### src/rtl/branch_pkg.sv
// Shared types and constants for the fetch-side branch redirect logic and its predictor.
package branch_pkg;

  localparam int unsigned XLEN = 32;

  localparam logic [6:0] OPCODE_BRANCH = 7'b1100011;
  localparam logic [6:0] OPCODE_JAL    = 7'b1101111;

  typedef enum logic {
    RUN   = 1'b0,
    FLUSH = 1'b1
  } redirect_state_t;

  typedef struct packed {
    logic [XLEN-1:0] pc;
    logic [XLEN-1:0] pred_next;
  } pred_entry_t;

endpackage

### src/rtl/branch_redirect_ctrl_if.sv
// Fetch/execute/hazard-side signal bundle of branch_redirect_ctrl.
interface branch_redirect_ctrl_if #(
  parameter int unsigned DATA_WIDTH = 32,
  parameter int unsigned QDEPTH     = 4
);
  localparam int unsigned CNT_W = $clog2(QDEPTH) + 1;

  logic                  f_valid;
  logic                  f_is_ctrl;
  logic [DATA_WIDTH-1:0] f_pc;
  logic                  f_predict_taken;
  logic [DATA_WIDTH-1:0] f_pred_target;
  logic                  stall_in;
  logic                  e_valid;
  logic                  e_is_ctrl;
  logic                  e_taken;
  logic [DATA_WIDTH-1:0] e_target;
  logic [DATA_WIDTH-1:0] pc_next;
  logic                  fetch_hold;
  logic                  flush;
  logic                  mispredict;
  logic [CNT_W-1:0]      q_count;
  logic                  proto_err;

  modport master (
    output f_valid, f_is_ctrl, f_pc, f_predict_taken, f_pred_target, stall_in,
    output e_valid, e_is_ctrl, e_taken, e_target,
    input  pc_next, fetch_hold, flush, mispredict, q_count, proto_err
  );

  modport slave (
    input  f_valid, f_is_ctrl, f_pc, f_predict_taken, f_pred_target, stall_in,
    input  e_valid, e_is_ctrl, e_taken, e_target,
    output pc_next, fetch_hold, flush, mispredict, q_count, proto_err
  );

endinterface

### src/rtl/pred_queue.sv
// In-order prediction FIFO with synchronous clear; DEPTH must be a power of two.
module pred_queue #(
  parameter int unsigned DEPTH = 4,
  parameter int unsigned WIDTH = 64
) (
  input  logic                     clk,
  input  logic                     rst_n,
  input  logic                     i_push,
  input  logic                     i_pop,
  input  logic                     i_clear,
  input  logic [WIDTH-1:0]         i_wr_data,
  output logic [WIDTH-1:0]         o_rd_data,
  output logic [$clog2(DEPTH):0]   o_count,
  output logic                     o_full,
  output logic                     o_empty
);
  localparam int unsigned AW = $clog2(DEPTH);
  localparam int unsigned CW = AW + 1;

  logic [WIDTH-1:0] r_mem [DEPTH];
  logic [AW-1:0]    r_wr_ptr;
  logic [AW-1:0]    r_rd_ptr;
  logic [CW-1:0]    r_count;
  logic             w_do_push;
  logic             w_do_pop;

  assign o_full    = (r_count == CW'(DEPTH));
  assign o_empty   = (r_count == '0);
  assign o_count   = r_count;
  assign o_rd_data = r_mem[r_rd_ptr];

  // A full queue still accepts a push when the head leaves in the same cycle.
  assign w_do_push = i_push & (~o_full | i_pop);
  assign w_do_pop  = i_pop & ~o_empty;

  always_ff @(posedge clk or negedge rst_n) begin
    if (!rst_n) begin
      r_wr_ptr <= '0;
      r_rd_ptr <= '0;
      r_count  <= '0;
    end else if (i_clear) begin
      r_wr_ptr <= '0;
      r_rd_ptr <= '0;
      r_count  <= '0;
    end else begin
      if (w_do_push) r_wr_ptr <= r_wr_ptr + AW'(1);
      if (w_do_pop)  r_rd_ptr <= r_rd_ptr + AW'(1);
      r_count <= r_count + CW'(w_do_push) - CW'(w_do_pop);
    end
  end

  always_ff @(posedge clk) begin
    if (w_do_push && !i_clear) r_mem[r_wr_ptr] <= i_wr_data;
  end

endmodule

### src/rtl/branch_redirect_ctrl.sv
// Tracks fetch-stage predictions, checks them at execute, and redirects/flushes on a mispredict.
// Optional BRANCH_REDIRECT_STATS_EN adds saturating resolve/mispredict counters.
module branch_redirect_ctrl
  import branch_pkg::*;
#(
  parameter int unsigned DATA_WIDTH   = XLEN,
  parameter int unsigned QDEPTH       = 4,
  parameter int unsigned FLUSH_CYCLES = 2
) (
  input  logic                    clk,
  input  logic                    rst_n,
  branch_redirect_ctrl_if.slave   bus
`ifdef BRANCH_REDIRECT_STATS_EN
  ,
  output logic [31:0]             stat_resolved,
  output logic [31:0]             stat_mispred
`endif
);
  localparam int unsigned CNT_W = $clog2(QDEPTH) + 1;
  localparam int unsigned FC_W  = $clog2(FLUSH_CYCLES + 1);

  if (DATA_WIDTH != XLEN) begin : g_width_check
    $error("DATA_WIDTH must equal branch_pkg::XLEN");
  end

  redirect_state_t       r_state;
  logic [FC_W-1:0]       r_flush_cnt;
  logic                  r_mispredict;
  logic                  r_redirect_valid;
  logic [DATA_WIDTH-1:0] r_redirect_pc;
  logic                  r_proto_err;

  pred_entry_t           w_push_entry;
  pred_entry_t           w_head;
  logic [$bits(pred_entry_t)-1:0] w_head_bits;
  logic                  w_full;
  logic                  w_empty;
  logic [CNT_W-1:0]      w_count;
  logic                  w_run;
  logic                  w_pop_req;
  logic                  w_pop;
  logic                  w_err;
  logic                  w_push;
  logic                  w_misp;
  logic [DATA_WIDTH-1:0] w_actual_next;

  assign w_run     = (r_state == RUN);
  assign w_pop_req = w_run & bus.e_valid & bus.e_is_ctrl;
  assign w_pop     = w_pop_req & ~w_empty;
  assign w_err     = w_pop_req & w_empty;

  assign bus.fetch_hold = w_full & ~w_pop;

  assign w_head        = pred_entry_t'(w_head_bits);
  assign w_actual_next = bus.e_taken ? bus.e_target : (w_head.pc + DATA_WIDTH'(4));
  assign w_misp        = w_pop & (w_actual_next != w_head.pred_next);

  // A push alongside a mispredicting pop is wrong-path and is dropped.
  assign w_push = w_run & bus.f_valid & bus.f_is_ctrl & ~bus.stall_in &
                  ~bus.fetch_hold & ~w_misp;

  assign w_push_entry = '{pc:        bus.f_pc,
                          pred_next: bus.f_predict_taken ? bus.f_pred_target
                                                         : (bus.f_pc + DATA_WIDTH'(4))};

  pred_queue #(
    .DEPTH (QDEPTH),
    .WIDTH ($bits(pred_entry_t))
  ) u_pred_queue (
    .clk       (clk),
    .rst_n     (rst_n),
    .i_push    (w_push),
    .i_pop     (w_pop),
    .i_clear   (w_misp),
    .i_wr_data (w_push_entry),
    .o_rd_data (w_head_bits),
    .o_count   (w_count),
    .o_full    (w_full),
    .o_empty   (w_empty)
  );

  always_ff @(posedge clk or negedge rst_n) begin
    if (!rst_n) begin
      r_state          <= RUN;
      r_flush_cnt      <= '0;
      r_mispredict     <= 1'b0;
      r_redirect_valid <= 1'b0;
      r_redirect_pc    <= '0;
      r_proto_err      <= 1'b0;
    end else begin
      r_mispredict     <= w_misp;
      r_redirect_valid <= w_misp;
      if (w_misp) r_redirect_pc <= w_actual_next;
      if (w_err)  r_proto_err   <= 1'b1;
      case (r_state)
        RUN: begin
          if (w_misp) begin
            r_state     <= FLUSH;
            r_flush_cnt <= FC_W'(FLUSH_CYCLES - 1);
          end
        end
        FLUSH: begin
          if (r_flush_cnt == '0) r_state     <= RUN;
          else                   r_flush_cnt <= r_flush_cnt - FC_W'(1);
        end
        default: r_state <= RUN;
      endcase
    end
  end

  assign bus.flush      = (r_state == FLUSH);
  assign bus.mispredict = r_mispredict;
  assign bus.proto_err  = r_proto_err;
  assign bus.q_count    = w_count;
  assign bus.pc_next    = r_redirect_valid ? r_redirect_pc :
                          (bus.f_valid & bus.f_predict_taken) ? bus.f_pred_target :
                          (bus.f_pc + DATA_WIDTH'(4));

`ifdef BRANCH_REDIRECT_STATS_EN
  logic [31:0] r_stat_resolved;
  logic [31:0] r_stat_mispred;

  always_ff @(posedge clk or negedge rst_n) begin
    if (!rst_n) begin
      r_stat_resolved <= '0;
      r_stat_mispred  <= '0;
    end else begin
      if (w_pop && (r_stat_resolved != '1)) r_stat_resolved <= r_stat_resolved + 32'(1);
      if (w_misp && (r_stat_mispred != '1)) r_stat_mispred  <= r_stat_mispred + 32'(1);
    end
  end

  assign stat_resolved = r_stat_resolved;
  assign stat_mispred  = r_stat_mispred;
`endif

endmodule

### src/flat_wrapper.sv
// flat-port wrapper written by rule: the top's interface ports become plain ports
module branch_redirect_ctrl_flat import branch_pkg::*;
#(
  parameter int unsigned DATA_WIDTH   = XLEN,
  parameter int unsigned QDEPTH       = 4,
  parameter int unsigned FLUSH_CYCLES = 2
)
  (clk, rst_n, bus_f_valid, bus_f_is_ctrl, bus_f_pc, bus_f_predict_taken, bus_f_pred_target, bus_stall_in, bus_e_valid, bus_e_is_ctrl, bus_e_taken, bus_e_target, bus_pc_next, bus_fetch_hold, bus_flush, bus_mispredict, bus_q_count, bus_proto_err);
  branch_redirect_ctrl_if #(.DATA_WIDTH(DATA_WIDTH), .QDEPTH(QDEPTH)) bus_i ();
  input  logic clk;
  input  logic rst_n;
  input wire logic [$bits(bus_i.f_valid)-1:0] bus_f_valid;
  input wire logic [$bits(bus_i.f_is_ctrl)-1:0] bus_f_is_ctrl;
  input wire logic [$bits(bus_i.f_pc)-1:0] bus_f_pc;
  input wire logic [$bits(bus_i.f_predict_taken)-1:0] bus_f_predict_taken;
  input wire logic [$bits(bus_i.f_pred_target)-1:0] bus_f_pred_target;
  input wire logic [$bits(bus_i.stall_in)-1:0] bus_stall_in;
  input wire logic [$bits(bus_i.e_valid)-1:0] bus_e_valid;
  input wire logic [$bits(bus_i.e_is_ctrl)-1:0] bus_e_is_ctrl;
  input wire logic [$bits(bus_i.e_taken)-1:0] bus_e_taken;
  input wire logic [$bits(bus_i.e_target)-1:0] bus_e_target;
  output wire logic [$bits(bus_i.pc_next)-1:0] bus_pc_next;
  output wire logic [$bits(bus_i.fetch_hold)-1:0] bus_fetch_hold;
  output wire logic [$bits(bus_i.flush)-1:0] bus_flush;
  output wire logic [$bits(bus_i.mispredict)-1:0] bus_mispredict;
  output wire logic [$bits(bus_i.q_count)-1:0] bus_q_count;
  output wire logic [$bits(bus_i.proto_err)-1:0] bus_proto_err;
  assign bus_i.f_valid = bus_f_valid;
  assign bus_i.f_is_ctrl = bus_f_is_ctrl;
  assign bus_i.f_pc = bus_f_pc;
  assign bus_i.f_predict_taken = bus_f_predict_taken;
  assign bus_i.f_pred_target = bus_f_pred_target;
  assign bus_i.stall_in = bus_stall_in;
  assign bus_i.e_valid = bus_e_valid;
  assign bus_i.e_is_ctrl = bus_e_is_ctrl;
  assign bus_i.e_taken = bus_e_taken;
  assign bus_i.e_target = bus_e_target;
  assign bus_pc_next = bus_i.pc_next;
  assign bus_fetch_hold = bus_i.fetch_hold;
  assign bus_flush = bus_i.flush;
  assign bus_mispredict = bus_i.mispredict;
  assign bus_q_count = bus_i.q_count;
  assign bus_proto_err = bus_i.proto_err;
  branch_redirect_ctrl #(.DATA_WIDTH(DATA_WIDTH), .QDEPTH(QDEPTH), .FLUSH_CYCLES(FLUSH_CYCLES)) u_core (.clk(clk), .rst_n(rst_n), .bus(bus_i));
endmodule
### config.mk
export PLATFORM = sky130hd
export DESIGN_NAME = branch_redirect_ctrl_flat
export DESIGN_NICKNAME = d
export VERILOG_FILES = /design/src/rtl/branch_pkg.sv /design/src/rtl/branch_redirect_ctrl_if.sv /design/src/rtl/pred_queue.sv /design/src/rtl/branch_redirect_ctrl.sv /design/src/flat_wrapper.sv
export SDC_FILE = /design/constraint.sdc
export NUM_CORES = 1
export LEC_CHECK = 0
export CELL_PAD_IN_SITES_DETAIL_PLACEMENT = 0
export CELL_PAD_IN_SITES_GLOBAL_PLACEMENT = 2
export CORE_UTILIZATION = 42
export CTS_BUF_LIST = sky130_fd_sc_hd__clkbuf_4
export CTS_CLUSTER_SIZE = 24
export DETAILED_ROUTE_END_ITERATION = 6
export PLACE_DENSITY_LB_ADDON = 0.1
export SYNTH_ARGS = -nofsm -noshare
export SYNTH_HDL_FRONTEND = slang
export SYNTH_SLANG_ARGS = --single-unit
### constraint.sdc
create_clock -name clk -period 13 [get_ports clk]
set_input_delay 2.6 -clock clk [delete_from_list [all_inputs] [get_ports clk]]
set_output_delay 2.6 -clock clk [all_outputs]
set_load 0.1 [all_outputs]
# Word-level counts from Yosys, hierarchy flattened
# Memory sizes are Yosys's and may differ from the RTL's.
# Cells that the tools add are included.
totals:
  memories: 1
  ramBits: 256
  ff_bits: 44
classes:
  addsub: 7
  n_reduce_logical: 7
  n_eq_ne: 4
  n_bitwise: 22
  n_mux: 17
memory_table:
  columns: ["memory", "words", "word_bits", "read_ports", "rd_ports_with_merged_regs", "write_ports", "line_no", "text"]
  rows:
  - ["u_core.u_pred_queue.r_mem", 4, 64, 1, 0, 1, "pred_queue.sv:20", "logic [WIDTH-1:0] r_mem [DEPTH];"]
op_table:
  columns: ["operator", "count"]
  rows:
  - ["32-bit 2-to-1 mux", 4]
  - ["32-bit by 3-bit adder with 32-bit output, second input constant", 2]
  - ["32-bit != test", 1]
  - ["1-bit bitwise AND", 14]
  - ["2-bit 2-to-1 mux", 6]
  - ["1-bit NOT", 7]
  - ["2-bit by 1-bit adder with 2-bit output, second input constant", 2]
  - ["1-bit 2-to-1 mux", 4]
  - ["2-bit != test, second input constant", 2]
  - ["2-bit one-hot mux with 2 select lines", 1]
  - ["2-bit nonzero test", 2]
  - ["3-bit by 1-bit adder with 3-bit output", 1]
  - ["3-bit == test, second input constant", 1]
  - ["3-bit logical NOT", 1]
  - ["3-bit 2-to-1 mux", 1]
  - ["3-bit by 1-bit subtractor with 3-bit output", 1]
  - ["2-bit logical NOT", 1]
  - ["1-bit one-hot mux with 2 select lines", 1]
  - ["2-bit AND reduction", 1]
  - ["2-bit by 1-bit subtractor with 2-bit output, second input constant", 1]
  - ["1-bit logical AND", 1]
  - ["1-bit logical NOT", 1]
  - ["1-bit OR", 1]

# Longest topological paths before layout
depth:
  word_depth: 13
  depth_mapped: 25

# Cells and area by module
# Synthesis repeated with hierarchy kept, for this count alone.
unflattened:
  cells_unflattened: 1075
  hier_area_um2: 15050.7
by_module_without_submodules:
  columns: ["module", "cells_per_inst", "seq_area_each_um2", "instances", "area_per_inst_um2"]
  rows:
  - ["pred_queue", 382, 7862.5, 1, 9690.5]
  - ["branch_redirect_ctrl", 693, 925.9, 1, 5360.1]

# Least setup slack after synthesis
# Ideal clock, no wire load.
synth_timing:
  path_type: "in2reg"
  start: "in bus_e_taken"
  end: "mem u_core.u_pred_queue.r_mem[0][0] (enable)"
  path_slack_ns: 3.004
  n_path_buf: 3
  arrival_ns: 9.418
  setup_ns: 0.578
  cell_stages: 11
  path_cell_list: "clkbuf_1 -> clkbuf_1 -> nand3_1 -> nor4_1 -> o22ai_1 -> nor4_1 -> nand4_1 -> a2111oi_4 -> nor2_2 -> buf_2 -> nor3b_1"
synth_between:
  elab_chain_len: 9
  word_cells_on_any_way: 10
  cone_classes: "eq/ne (1); mux (3); bitwise (4); reduce/logical (2)"
synth_rtl:
  columns: ["element", "line_no", "text"]
  rows:
  - ["start: declaration", "flat_wrapper.sv:20", "input wire logic [$bits(bus_i.e_taken)-1:0] bus_e_taken;"]
  - ["32-bit 2-to-1 mux (*)", "branch_redirect_ctrl.sv:55", "assign w_actual_next = bus.e_taken ? bus.e_target : (w_head.pc + DATA_WIDTH'(4));"]
  - ["32-bit != test (*)", "branch_redirect_ctrl.sv:56", "assign w_misp = w_pop & (w_actual_next != w_head.pred_next);"]
  - ["1-bit bitwise AND (*)", "branch_redirect_ctrl.sv:56", null]
  - ["via u_core.u_pred_queue.i_clear", "pred_queue.sv:10", "input logic i_clear,"]
  - ["1-bit NOT", "branch_redirect_ctrl.sv:60", "~bus.fetch_hold & ~w_misp;"]
  - ["1-bit bitwise AND", "branch_redirect_ctrl.sv:60", null]
  - ["1-bit bitwise AND", "pred_queue.sv:33", "assign w_do_push = i_push & (~o_full | i_pop);"]
  - ["1-bit logical AND (*)", "pred_queue.sv:53", "if (w_do_push && !i_clear) r_mem[r_wr_ptr] <= i_wr_data;"]
  - ["1-bit 2-to-1 mux (*)", "pred_queue.sv:53", null]
  - ["1-bit 2-to-1 mux (not written as such) (*)", "pred_queue.sv:53", null]
  - ["end: declaration", "pred_queue.sv:20", null]
# The timed path passes the listed nets; every way through them passes the cells marked *.

# Final worst setup path
layout_timing:
  start: "in bus_f_pc[4]"
  end: "out bus_pc_next[31]"
layout_between:
  elab_chain_len: 3
layout_rtl:
  columns: ["element", "line_no", "text"]
  rows:
  - ["start: declaration", "flat_wrapper.sv:14", "input wire logic [$bits(bus_i.f_pc)-1:0] bus_f_pc;"]
  - ["32-bit by 3-bit adder with 32-bit output", "branch_redirect_ctrl.sv:117", "(bus.f_pc + DATA_WIDTH'(4));"]
  - ["32-bit 2-to-1 mux", "branch_redirect_ctrl.sv:116", "(bus.f_valid & bus.f_predict_taken) ? bus.f_pred_target :"]
  - ["32-bit 2-to-1 mux", "branch_redirect_ctrl.sv:115", "assign bus.pc_next = r_redirect_valid ? r_redirect_pc :"]
  - ["end: declaration", "flat_wrapper.sv:22", "output wire logic [$bits(bus_i.pc_next)-1:0] bus_pc_next;"]
# No other way between the ends.

==> flow_summary.ini <==
[yosys]
synth.avg_cell_area_um2 = 14.06
synth_top_area_share_pct = 50.75
synthAdderAreaFrac_pct = 0.8756
synth_compound_area_share_pct = 5.964
synth_edf_count = 256
syn_inst = 1077
syn_nets = 1192
async_reset_ff_share_pct = 14.67
synth-xor-area-share_pct = 6.245
synth_cell_types = 72
synthSimpleGateAreaFrac_pct = 9.557
yosysSeqAreaShare_pct = 58.02
synth_common_cells = edfxtp_1, nand2_1, o21ai_0, xnor2_1, mux4_2
synth_top_family_by_area = multiplexers
yosysWarningCount = 0
dominantRegCellSynth = edfxtp_1
ys_ff_latch = 300
synth_mux_area_share_pct = 16.86
syn-cell-area_um2 = 15150
synthTopCellsByArea = edfxtp_1, mux4_2, dfrtp_1, xnor2_1, mux2i_1
yosys.area.top_type = edfxtp_1
post-synth-top-count-cell = edfxtp_1

[run_status]
status = completed

[floorplan]
start_util_pct = 42.58
io_pins = 144
dieArea_um2 = 36830
fp.dieW_um = 191.9
rows = 69
die_height_um = 191.9
core_area_um2 = 35570

[placement]
gp_congestion = 0.8482
place_inst = 1641
numPortBuffers = 143
place_hpwl_um = 29170

[power]
p_int_uw = 1768
switching_share_pct = 33.81
leakagePower_uw = 0.006120
p_comb_share_pct = 24.9
finalPower_uw = 2671
pwr-share-seq_pct = 44.8
powerDensity_nw_per_um2 = 148.3
p_sw_uw = 902.9
clockPowerShare_pct = 30.3
ir_drop_v = 0.0001452

[clocking]
clock-sinks = 300
ctsResizeCount = 0
ctsHoldBuffers = 0
cts_setup_buffers = 0
cts_tree = yes
cts_buffers = 81
path_clk_slew_ps = 60
cts_root_buf = clkbuf_4
h-tree-depth = 3
clock_latency_ps = 740
cts_buffer_depth = 3

[drt]
maxUsedRoutingLayer = met4
vias = 9968
antenna_left = 0
vias_per_cell = 5.581
routed_wl_um = 42720
wl_per_cell_um = 23.92
met1Wirelength_um = 20280
wl_met3_um = 2210
route.met2.wl_um = 19630
drc_errors = 0
drt_iter0_markers = 698
drt_pass1_iterations = 7

[layout]
register_area_um2 = 8795
syn2layout_area_growth_pct = 18.90
drive_above_1_share_pct = 20.71
nets = 1378
fillers = 3182
multiInputGateArea_um2 = 6011
stdcell_count = 1786

[critical_path]
critPathCaptureType = output port
cp_cell_sequence = clkdlybuf4s50_1, and3_1, and4_1, and2_1, nor2b_1, and4_1, nor2b_1, nand4_1, xnor2_1, mux2i_1, o21ai_0, clkdlybuf4s50_1
worst_ep_arrival_time_ps = 7170
cpMaxStageDelayCell = clkdlybuf4s50_1
path_class = input pin to output port
start_kind = input pin
cpLargestDelayFamily = simple AND/OR/NAND/NOR gates
r2r_end = u_core.u_pred_queue.r_mem[3][18]$_DFFE_PP_
r2r_start = u_core.u_pred_queue.r_rd_ptr[1]$_DFFE_PN0P_
slowest_delay_ps = 1170
cp.required_ps = 10400
crit_fanout = 8
reg2reg_depth = 14
r2r_slack_ps = 6340
crit_buf_inv = 2

[grt]
grt_usage_pct = 23.70
grt_pass1_wl_um = 62750
overflow = 0
grt_antenna_before_repair = 1
grt_max_degree = 73
grt_pass1_vias = 9900

[timing]
fin_crit_ps = 9767
min_period_over_period_pct = 75.13
fmax_ghz = 0.1024
slew_violations = 0
relSlewSlack_pct = 33.64
skew_ps = 35.24
tightestPinTransition_ps = 992.3
hold_viol = 0
finalSetupTns_ps = 0
rsz0062_at_grt = no
setup_viol = 0

[hold_path]
min_to = u_core.bus.proto_err$_DFFE_PN0P_
hp-start = u_core.bus.proto_err$_DFFE_PN0P_
min_path_cells = 2
hold_class = flip-flop to flip-flop

[run]
maxCapViolations = 0
cells by family (layout without fill, tap and decap cells):
family / after synthesis / in the layout
other: 0 / 2
multiplexers: 168 / 168
adder cells (fa/ha/maj): 10 / 10
flip-flops: 300 / 300
AO/OA/AOI/OAI: 144 / 144
buffers and inverters: 75 / 321
XOR/XNOR: 108 / 108
AND/OR/NAND/NOR: 272 / 272
per-layer routing:
metal | vias up | global-route usage [%]
met2 | 296 | 35.96
met3 | 30 | 4.075
met1 | 5057 | 34.78
met4 | 0 | 6.929
met5 | - | 0
li1 | 4585 | -
how the worst max path moves through the flow:
stage           startpoint                                   endpoint  slack, ps  depth (start not counted)
2_1_floorplan  bus_e_taken  u_core.u_pred_queue.r_mem[0][0]$_DFFE_PP_       3000                         11
3_3_place_gp   bus_f_pc[5]                            bus_pc_next[31]       3230                         12
3_5_place_dp   bus_f_pc[4]                            bus_pc_next[31]       3200                         12
4_1_cts        bus_f_pc[4]                            bus_pc_next[31]       3190                         12
5_1_grt        bus_f_pc[4]                            bus_pc_next[31]       3020                         12
6_report       bus_f_pc[4]                            bus_pc_next[31]       3230                         12
registers in the layout, summed over array words and instances, names as in the netlist:
register,cells
u_core.u_pred_queue.o_count,3
u_core.bus.flush,1
u_core.bus.proto_err,1
u_core.r_redirect_pc,32
u_core.u_pred_queue.r_wr_ptr,2
u_core.u_pred_queue.r_rd_ptr,2
u_core.r_flush_cnt,2
u_core.bus.mispredict,1
u_core.u_pred_queue.r_mem,256
power by group through the flow:
stage,Combinational [uW],Clock [uW],Sequential [uW]
CTS,670,837,1200
finish,665,809,1200
detailed placement,667,0,1220
global placement,664,0,1220
global route,704,884,1210
floorplan,431,0,1240
cell usage in the layout, fill, tap and decap left out, types with 4 or more instances in the layout:
| cell | n |
|---|---|
| nor3b_2 | 4 |
| ha_1 | 9 |
| clkbuf_4 | 113 |
| nor2b_1 | 5 |
| inv_1 | 14 |
| nand4_2 | 4 |
| nor2_1 | 40 |
| nand4_1 | 22 |
| xnor2_1 | 68 |
| buf_4 | 20 |
| o21ai_0 | 74 |
| nor4_1 | 8 |
| and4_1 | 4 |
| nand3_1 | 27 |
| mux2i_1 | 47 |
| nor3_1 | 12 |
| nand2_1 | 84 |
| o22ai_1 | 4 |
| clkinv_1 | 22 |
| dfrtp_1 | 41 |
| o31ai_1 | 17 |
| a21oi_1 | 20 |
| nand2b_1 | 11 |
| and3_1 | 14 |
| mux2_1 | 18 |
| mux4_2 | 64 |
| clkdlybuf4s50_1 | 140 |
| edfxtp_1 | 256 |
| and2_1 | 6 |
| mux2_2 | 39 |
| xor2_1 | 40 |
| or2_2 | 4 |
| or3_1 | 5 |
| clkinv_2 | 4 |
tightest hold or removal path: stages, from the launching register on:
cell	delay (ps)
dfrtp_1	340
inv_1	40
o41ai_1	50
final cells by class:
| type | count | area share, % |
|---|---|---|
| Antenna cell | 2 | 0.02779 |
| Clock buffer | 113 | 4.710 |
| Clock inverter | 30 | 0.8406 |
| Inverter | 15 | 0.3126 |
| Multi-Input combinational cell | 702 | 33.37 |
| Sequential cell | 300 | 48.83 |
| Tap cell | 461 | 3.203 |
| Timing Repair Buffer | 163 | 8.698 |
metrics by stage:
step | util [%] | cell area [um2] | hold WS, ps | setup WS, ps
2_1_floorplan | - | 15150 | 452.2 | 3004
3_3_place_gp | 47.81 | 17010 | 449.1 | 3226
3_5_place_dp | 47.81 | 17010 | 455.7 | 3196
4_1_cts | 50.62 | 18000 | 471.4 | 3193
5_1_grt | 50.63 | 18010 | 490.5 | 3016
6_report | 50.63 | 18010 | 465.0 | 3233
Note: power is estimated with default switching activity, not from simulation.
